<file path="config.mk">
export PLATFORM = sky130hd
export DESIGN_NAME = uart_tx_stream_flat
export DESIGN_NICKNAME = d
export VERILOG_FILES = /design/src/rtl/uart_tx_stream_if.sv /design/src/rtl/uart_tx_stream.sv /design/src/flat_wrapper.sv
export SDC_FILE = /design/constraint.sdc
export NUM_CORES = 1
export LEC_CHECK = 0
export BUFFER_PORTS_ARGS = -buffer_cell sky130_fd_sc_hd__buf_4
export CORE_ASPECT_RATIO = 1.25
export CORE_UTILIZATION = 45
export CTS_BUF_LIST = sky130_fd_sc_hd__clkbuf_16
export CTS_CLUSTER_SIZE = 8
export DETAILED_ROUTE_END_ITERATION = 8
export PLACE_DENSITY = 0.61
export SYNTH_ARGS = -nofsm -noshare
export SYNTH_HDL_FRONTEND = slang
export SYNTH_SLANG_ARGS = --single-unit
</file>
<file path="constraint.sdc">
create_clock -name clk -period 2.5 [get_ports clk]
set_input_delay 0.25 -clock clk [delete_from_list [all_inputs] [get_ports clk]]
set_output_delay 0.25 -clock clk [all_outputs]
set_load 0.1 [all_outputs]
</file>
<file path="src/rtl/uart_tx_stream_if.sv">
// Write-side bundle of the UART TX stream: byte push plus FIFO status.
interface uart_tx_stream_if #(
  parameter int DATA_BITS  = 8,
  parameter int FIFO_DEPTH = 16
);
  localparam int LW = $clog2(FIFO_DEPTH + 1);

  logic                 wr_en;
  logic [DATA_BITS-1:0] wr_data;
  logic                 full;
  logic                 empty;
  logic [LW-1:0]        level;
  logic                 overflow;

  modport master (output wr_en, wr_data, input full, empty, level, overflow);
  modport slave  (input wr_en, wr_data, output full, empty, level, overflow);
endinterface

</file>
<file path="src/rtl/uart_tx_stream.sv">
// UART transmitter fed by a byte FIFO; configurable width, parity, stop bits and inter-frame gap.
// state    | meaning
// S_IDLE   | line high, pop FIFO head when available
// S_START  | start bit (tx=0)
// S_DATA   | payload bits, LSB first
// S_PARITY | parity bit (only when PARITY != 0)
// S_STOP   | STOP_BITS stop bits (tx=1)
// S_GAP    | forced idle of GAP_CYCLES (only when GAP_CYCLES != 0)
module uart_tx_stream #(
  parameter int CLKS_PER_BIT = 833,
  parameter int DATA_BITS    = 8,
  parameter int PARITY       = 0,
  parameter int STOP_BITS    = 1,
  parameter int GAP_CYCLES   = 44,
  parameter int FIFO_DEPTH   = 16
) (
  input  logic             clk,
  input  logic             rst_n,
  uart_tx_stream_if.slave  wr_if,
  output logic             busy,
  output logic             tx
);
  localparam int AW   = $clog2(FIFO_DEPTH);
  localparam int LW   = $clog2(FIFO_DEPTH + 1);
  localparam int CMAX = (CLKS_PER_BIT > GAP_CYCLES) ? CLKS_PER_BIT : GAP_CYCLES;
  localparam int CW   = $clog2(CMAX + 1);

  localparam logic [CW-1:0] BIT_TC  = CW'(CLKS_PER_BIT - 1);
  localparam logic [CW-1:0] GAP_TC  = CW'((GAP_CYCLES > 0) ? GAP_CYCLES - 1 : 0);
  localparam logic [3:0]    DATA_TC = 4'(DATA_BITS - 1);
  localparam logic [3:0]    STOP_TC = 4'(STOP_BITS - 1);

  typedef enum logic [2:0] {S_IDLE, S_START, S_DATA, S_PARITY, S_STOP, S_GAP} state_t;

  logic [DATA_BITS-1:0] mem [FIFO_DEPTH];
  logic [AW-1:0]        wr_ptr, rd_ptr;
  logic [LW-1:0]        count, count_n;
  logic                 full_q, empty_q, overflow_q;
  logic                 push, pop;
  logic [DATA_BITS-1:0] head;

  state_t               state, state_n;
  logic [CW-1:0]        cnt, cnt_n;
  logic [3:0]           bit_idx, bit_n;
  logic [DATA_BITS-1:0] shift, shift_n;
  logic                 par, par_n;
  logic                 tx_d;

  assign push = wr_if.wr_en && !full_q;
  assign head = mem[rd_ptr];

  assign wr_if.full     = full_q;
  assign wr_if.empty    = empty_q;
  assign wr_if.level    = count;
  assign wr_if.overflow = overflow_q;

  always_comb begin
    count_n = count;
    if (push && !pop)      count_n = count + 1'b1;
    else if (!push && pop) count_n = count - 1'b1;
  end

  always_ff @(posedge clk) begin
    if (push) mem[wr_ptr] <= wr_if.wr_data;
  end

  always_ff @(posedge clk or negedge rst_n) begin
    if (!rst_n) begin
      wr_ptr     <= '0;
      rd_ptr     <= '0;
      count      <= '0;
      full_q     <= 1'b0;
      empty_q    <= 1'b1;
      overflow_q <= 1'b0;
    end else begin
      if (push) wr_ptr <= wr_ptr + 1'b1;
      if (pop)  rd_ptr <= rd_ptr + 1'b1;
      count      <= count_n;
      full_q     <= (count_n == LW'(FIFO_DEPTH));
      empty_q    <= (count_n == '0);
      overflow_q <= wr_if.wr_en && full_q;
    end
  end

  always_ff @(posedge clk or negedge rst_n) begin
    if (!rst_n) begin
      state   <= S_IDLE;
      cnt     <= '0;
      bit_idx <= '0;
      shift   <= '0;
      par     <= 1'b0;
      tx      <= 1'b1;
    end else begin
      state   <= state_n;
      cnt     <= cnt_n;
      bit_idx <= bit_n;
      shift   <= shift_n;
      par     <= par_n;
      tx      <= tx_d;
    end
  end

  always_comb begin
    state_n = state;
    cnt_n   = cnt;
    bit_n   = bit_idx;
    shift_n = shift;
    par_n   = par;
    pop     = 1'b0;
    case (state)
      S_IDLE: begin
        if (!empty_q) begin
          pop     = 1'b1;
          shift_n = head;
          par_n   = (PARITY == 2) ? ~^head : ^head;
          cnt_n   = '0;
          state_n = S_START;
        end
      end
      S_START: begin
        if (cnt == BIT_TC) begin
          cnt_n   = '0;
          bit_n   = '0;
          state_n = S_DATA;
        end else cnt_n = cnt + 1'b1;
      end
      S_DATA: begin
        if (cnt == BIT_TC) begin
          cnt_n   = '0;
          shift_n = shift >> 1;
          if (bit_idx == DATA_TC) begin
            bit_n   = '0;
            state_n = (PARITY != 0) ? S_PARITY : S_STOP;
          end else bit_n = bit_idx + 1'b1;
        end else cnt_n = cnt + 1'b1;
      end
      S_PARITY: begin
        if (cnt == BIT_TC) begin
          cnt_n   = '0;
          bit_n   = '0;
          state_n = S_STOP;
        end else cnt_n = cnt + 1'b1;
      end
      S_STOP: begin
        if (cnt == BIT_TC) begin
          cnt_n = '0;
          if (bit_idx == STOP_TC) begin
            bit_n   = '0;
            state_n = (GAP_CYCLES > 0) ? S_GAP : S_IDLE;
          end else bit_n = bit_idx + 1'b1;
        end else cnt_n = cnt + 1'b1;
      end
      S_GAP: begin
        if (cnt == GAP_TC) begin
          cnt_n   = '0;
          state_n = S_IDLE;
        end else cnt_n = cnt + 1'b1;
      end
      default: state_n = S_IDLE;
    endcase
  end

  // Line level follows the next state so tx is a clean register aligned with the state.
  always_comb begin
    tx_d = 1'b1;
    case (state_n)
      S_START:  tx_d = 1'b0;
      S_DATA:   tx_d = shift_n[0];
      S_PARITY: tx_d = par_n;
      default:  tx_d = 1'b1;
    endcase
  end

  assign busy = (state != S_IDLE);
endmodule

</file>
<file path="src/flat_wrapper.sv">
// flat-port wrapper written by rule: the top's interface ports become plain ports
module uart_tx_stream_flat 
#(
  parameter int CLKS_PER_BIT = 833,
  parameter int DATA_BITS    = 8,
  parameter int PARITY       = 0,
  parameter int STOP_BITS    = 1,
  parameter int GAP_CYCLES   = 44,
  parameter int FIFO_DEPTH   = 16
)
  (clk, rst_n, busy, tx, wr_if_wr_en, wr_if_wr_data, wr_if_full, wr_if_empty, wr_if_level, wr_if_overflow);
  uart_tx_stream_if #(.DATA_BITS(DATA_BITS), .FIFO_DEPTH(FIFO_DEPTH)) wr_if_i ();
  input  logic clk;
  input  logic rst_n;
  output logic busy;
  output logic tx;
  input wire logic [$bits(wr_if_i.wr_en)-1:0] wr_if_wr_en;
  input wire logic [$bits(wr_if_i.wr_data)-1:0] wr_if_wr_data;
  output wire logic [$bits(wr_if_i.full)-1:0] wr_if_full;
  output wire logic [$bits(wr_if_i.empty)-1:0] wr_if_empty;
  output wire logic [$bits(wr_if_i.level)-1:0] wr_if_level;
  output wire logic [$bits(wr_if_i.overflow)-1:0] wr_if_overflow;
  assign wr_if_i.wr_en = wr_if_wr_en;
  assign wr_if_i.wr_data = wr_if_wr_data;
  assign wr_if_full = wr_if_i.full;
  assign wr_if_empty = wr_if_i.empty;
  assign wr_if_level = wr_if_i.level;
  assign wr_if_overflow = wr_if_i.overflow;
  uart_tx_stream #(.CLKS_PER_BIT(CLKS_PER_BIT), .DATA_BITS(DATA_BITS), .PARITY(PARITY), .STOP_BITS(STOP_BITS), .GAP_CYCLES(GAP_CYCLES), .FIFO_DEPTH(FIFO_DEPTH)) u_core (.clk(clk), .rst_n(rst_n), .wr_if(wr_if_i), .busy(busy), .tx(tx));
endmodule
</file>
==> qor.log <==
[status] result of the run finished, final reports clean
[cells_and_area] number of fill cells in the layout 1315
[clock_network] number of sinks driven by the clock tree 171
[sta] minimum hold slack 40.8 ps
[cells_and_area] fin nets 515
[cells_and_area] layout overhead on the synthesized area 14.0%
[yosys] share of flip-flops with an asynchronous set or reset after synthesis 25.1%
[grt] overall fraction of global-route tracks in use 17.8%
[power] worst supply voltage drop on vdd 569 µV
[sta] worst rel slew slack 49.9%
[floorplan] row count 51
[sta] setup tns final 0 ps
[setup_path] critical path's top delay family multiplexers
[yosys] Main synth FF type sky130_fd_sc_hd__edfxtp_1
[yosys] post-synth cell types 50
[setup_path] data arrival at the endpoint of the critical path 2650 ps
[sta] setup repair after global routing missed its margin no
[drt] vias 3909
[yosys] cell type contributing the most total cell area after synthesis sky130_fd_sc_hd__edfxtp_1
[sta] crit path time final 2330 ps
[yosys] syn nets 478
[sta] Hold Vio Cnt, Final 0
[sta] Final Max Tran Viols 0
[job] # Max-Cap Violations 0
[grt] gr ovfl total 0
[place] count of input and output buffers 20
[setup_path] CP Cell Sequence buf_12, mux4_1, a22oi_1, nand2_1, xnor2_1, xnor2_1, xnor2_1, a21oi_1
[yosys] sequential area share after synthesis 67.6%
[setup_path] delay contributed by the slowest stage of the critical path 570 ps
[yosys] average footprint of a synthesized cell 16.0 µm²
[grt] pin count of the biggest net entering global routing 44
[grt] vias in the first global route 4016
[yosys] netlist area before placement 0.00728 mm²
[power] Static Leak 2.99 nW
[drt] post-detailed-routing wire length 13600 µm
[sta] maximum operating frequency 0.429 GHz
[setup_path] top fanout value on the critical path 15
[yosys] yosys synthesis warning count 0
[sta] number of failing setup endpoints in the final timing report 0
[drt] DRC viols 0
[cells_and_area] fraction of layout instances using a drive strength above 1 18.4%
[setup_path] Crit-path slowest cell sky130_fd_sc_hd__mux4_1
[yosys] EDFF count, synth 128
[sta] measured slew at the worst slew-check pin 748 ps
[setup_path] most used cell, CP sky130_fd_sc_hd__xnor2_1
[sta] Clock Skew 16.7 ps
[drt] count of antenna-violating nets left after detailed routing 0
[yosys] most instantiated cells after synthesis sky130_fd_sc_hd__edfxtp_1 (128), sky130_fd_sc_hd__nand2_1 (44), sky130_fd_sc_hd__dfrtp_1 (41)
[drt] 1st-iter DRT viols 259
[floorplan] Initial Utilization 46.4%
[floorplan] placeable core region 0.0157 mm²
[floorplan] area enclosed by the die boundary 0.0167 mm²
[grt] first-pass GRT wire length 21400 µm
[clock_network] CTS tree done
[setup_path] required time of the critical path 2810 ps
[clock_network] Clock Pin Slew Worst Setup and Hold Paths 60 ps
[power] pwr/cell area 1160 mW/mm²
[place] global placer's final weighted congestion 0.826
[clock_network] clk buf depth 2
[floorplan] width of the die 116 µm
[yosys] Cells after Synth 456
[worst_hold_path] Hold WC Path Type in -> reg
[sta] period utilization 93.3%
[yosys] portion of synthesized cell area occupied by the leading cell type 52.8%
[setup_path] element type at the critical path end register
[cells_and_area] Sequential Area 0.00492 mm²
[setup_path] crit path launch type register
[yosys] library cell with the highest instance count after synthesis sky130_fd_sc_hd__edfxtp_1
[drt] Pre-Repair DR Iteration Count 5
[yosys] FF+latch count, synth 171
[floorplan] vertical die dimension 144 µm
[clock_network] number of CTS-inserted buffers 17
[drt] per-cell routed wire length 19.0 µm
[setup_path] crit path kind reg -> reg
[cells_and_area] final antenna diode count 0
[drt] via density per instance 5.44
[floorplan] ports placed on the boundary 21
[cells_and_area] Multi-input gate area 0.00218 mm²
[place] HPWL after detailed placement 9480 µm
[yosys] largest cells by area after synthesis sky130_fd_sc_hd__edfxtp_1 (53%), sky130_fd_sc_hd__dfrtp_1 (14%), sky130_fd_sc_hd__mux4_2 (6.5%), sky130_fd_sc_hd__mux4_1 (4.0%), sky130_fd_sc_hd__xnor2_1 (2.3%)
[clock_network] clock root buffer sky130_fd_sc_hd__clkbuf_16
[clock_network] Clk Latency, worst-skew pair 430 ps
[setup_path] buffers and inverters on the worst path 1
[clock_network] H-Tree Level Count 4
[grt] antenna violations before repair 0
final cells by class:
class / instances / share of cell area (%)
inverter: 13 / 0.588
timing repair buffer: 35 / 3.65
sequential: 171 / 59.3
tap: 212 / 3.20
clock inverter: 15 / 1.85
clock buffer: 17 / 5.13
multi-input combinational: 255 / 26.3
flip-flops by register name, indices dropped and copies added (netlist names):
name                   flops
u_core.bit_idx             4
u_core.cnt                10
u_core.mem               128
u_core.par                 1
u_core.rd_ptr              4
u_core.shift               8
u_core.state               3
u_core.tx                  1
u_core.wr_if.empty         1
u_core.wr_if.full          1
u_core.wr_if.level         5
u_core.wr_if.overflow      1
u_core.wr_ptr              4
worst register-to-register path, stage by stage (launching register included):
cell,delay [ps]
sky130_fd_sc_hd__dfrtp_2,420
sky130_fd_sc_hd__buf_12,190
sky130_fd_sc_hd__mux4_1,570
sky130_fd_sc_hd__a22oi_1,260
sky130_fd_sc_hd__nand2_1,160
sky130_fd_sc_hd__xnor2_1,170
sky130_fd_sc_hd__xnor2_1,220
sky130_fd_sc_hd__xnor2_1,150
sky130_fd_sc_hd__a21oi_1,90
where the power goes:
part           switching (mW)  total (mW)  internal, mW
clock network            1.16        2.57          1.41
logic                    1.86        3.26          1.40
registers               0.302        3.82          3.52
total                    3.32        9.65          6.33
per-layer routing:
metal	up-vias	part of all wire, %	track usage (%)
li1	1832	-	-
met3	18	3.1	3.98
met1	1983	41	20.9
met5	-	0	0
met2	76	54	31.5
met4	0	1.7	7.35
cells in the final DEF, fill, tap and decap left out, drive strengths merged, types with 13 or more instances in the layout:
master / count
a22oi: 22
and2: 20
buf: 34
clkbuf: 17
dfrtp: 41
edfxtp: 128
inv: 21
mux4: 32
nand2: 44
nor2: 13
o21ai: 24
xnor2: 19
final timing paths:
kind                                               from  slack (ps)  cells past startpoint                               to
min in group asynchronous                         rst_n         350                      2        u_core.cnt[5]$_DFFE_PN0P_
hold reg to reg             u_core.shift[3]$_DFFE_PN0P_         490                      2      u_core.shift[2]$_DFFE_PN0P_
hold / removal                              wr_if_wr_en          40                      2  u_core.wr_if.overflow$_DFF_PN0_
setup / recovery           u_core.rd_ptr[0]$_DFFE_PN0P_         170                      8             u_core.par$_DFF_PN0_
setup reg to reg           u_core.rd_ptr[0]$_DFFE_PN0P_         170                      8             u_core.par$_DFF_PN0_
max in group asynchronous                         rst_n        1730                      2     u_core.rd_ptr[0]$_DFFE_PN0P_
timing repair:
item,CTS,global route
hold endpoints to repair,41,0
buffers inserted,0,0
gates resized for setup,0,0
hold buffers,1,0
setup endpoints to repair,0,0
stage by stage:
| step | total power [mW] | util, % | worst slack [ps] | std cells | instance area, µm² |
|---|---|---|---|---|---|
| CTS | 9.76 | 52.9 | 135 | 718 | 8300 |
| floorplan | 6.37 | - | 246 | 456 | 7280 |
| global placement | 7.11 | 49.1 | 185 | 685 | 7710 |
| global route | 10.1 | 52.9 | 21.3 | 718 | 8300 |
| detailed placement | 7.18 | 49.1 | 146 | 685 | 7710 |
| finish | 9.65 | 52.9 | 166 | 718 | 8300 |
cells by family (layout without fill, tap and decap cells):
| family | Yosys count | count (layout) | synth area share (%) |
|---|---|---|---|
| multiplexers | 34 | 34 | 10.8 |
| AO/OA/AOI/OAI | 66 | 66 | 5.84 |
| adder cells (fa/ha/maj) | 11 | 11 | 1.89 |
| XOR/XNOR | 20 | 20 | 2.41 |
| AND/OR/NAND/NOR | 124 | 124 | 9.05 |
| flip-flops | 171 | 171 | 67.6 |
| buffers and inverters | 30 | 80 | 2.47 |
(Power assumes the default switching activity.)
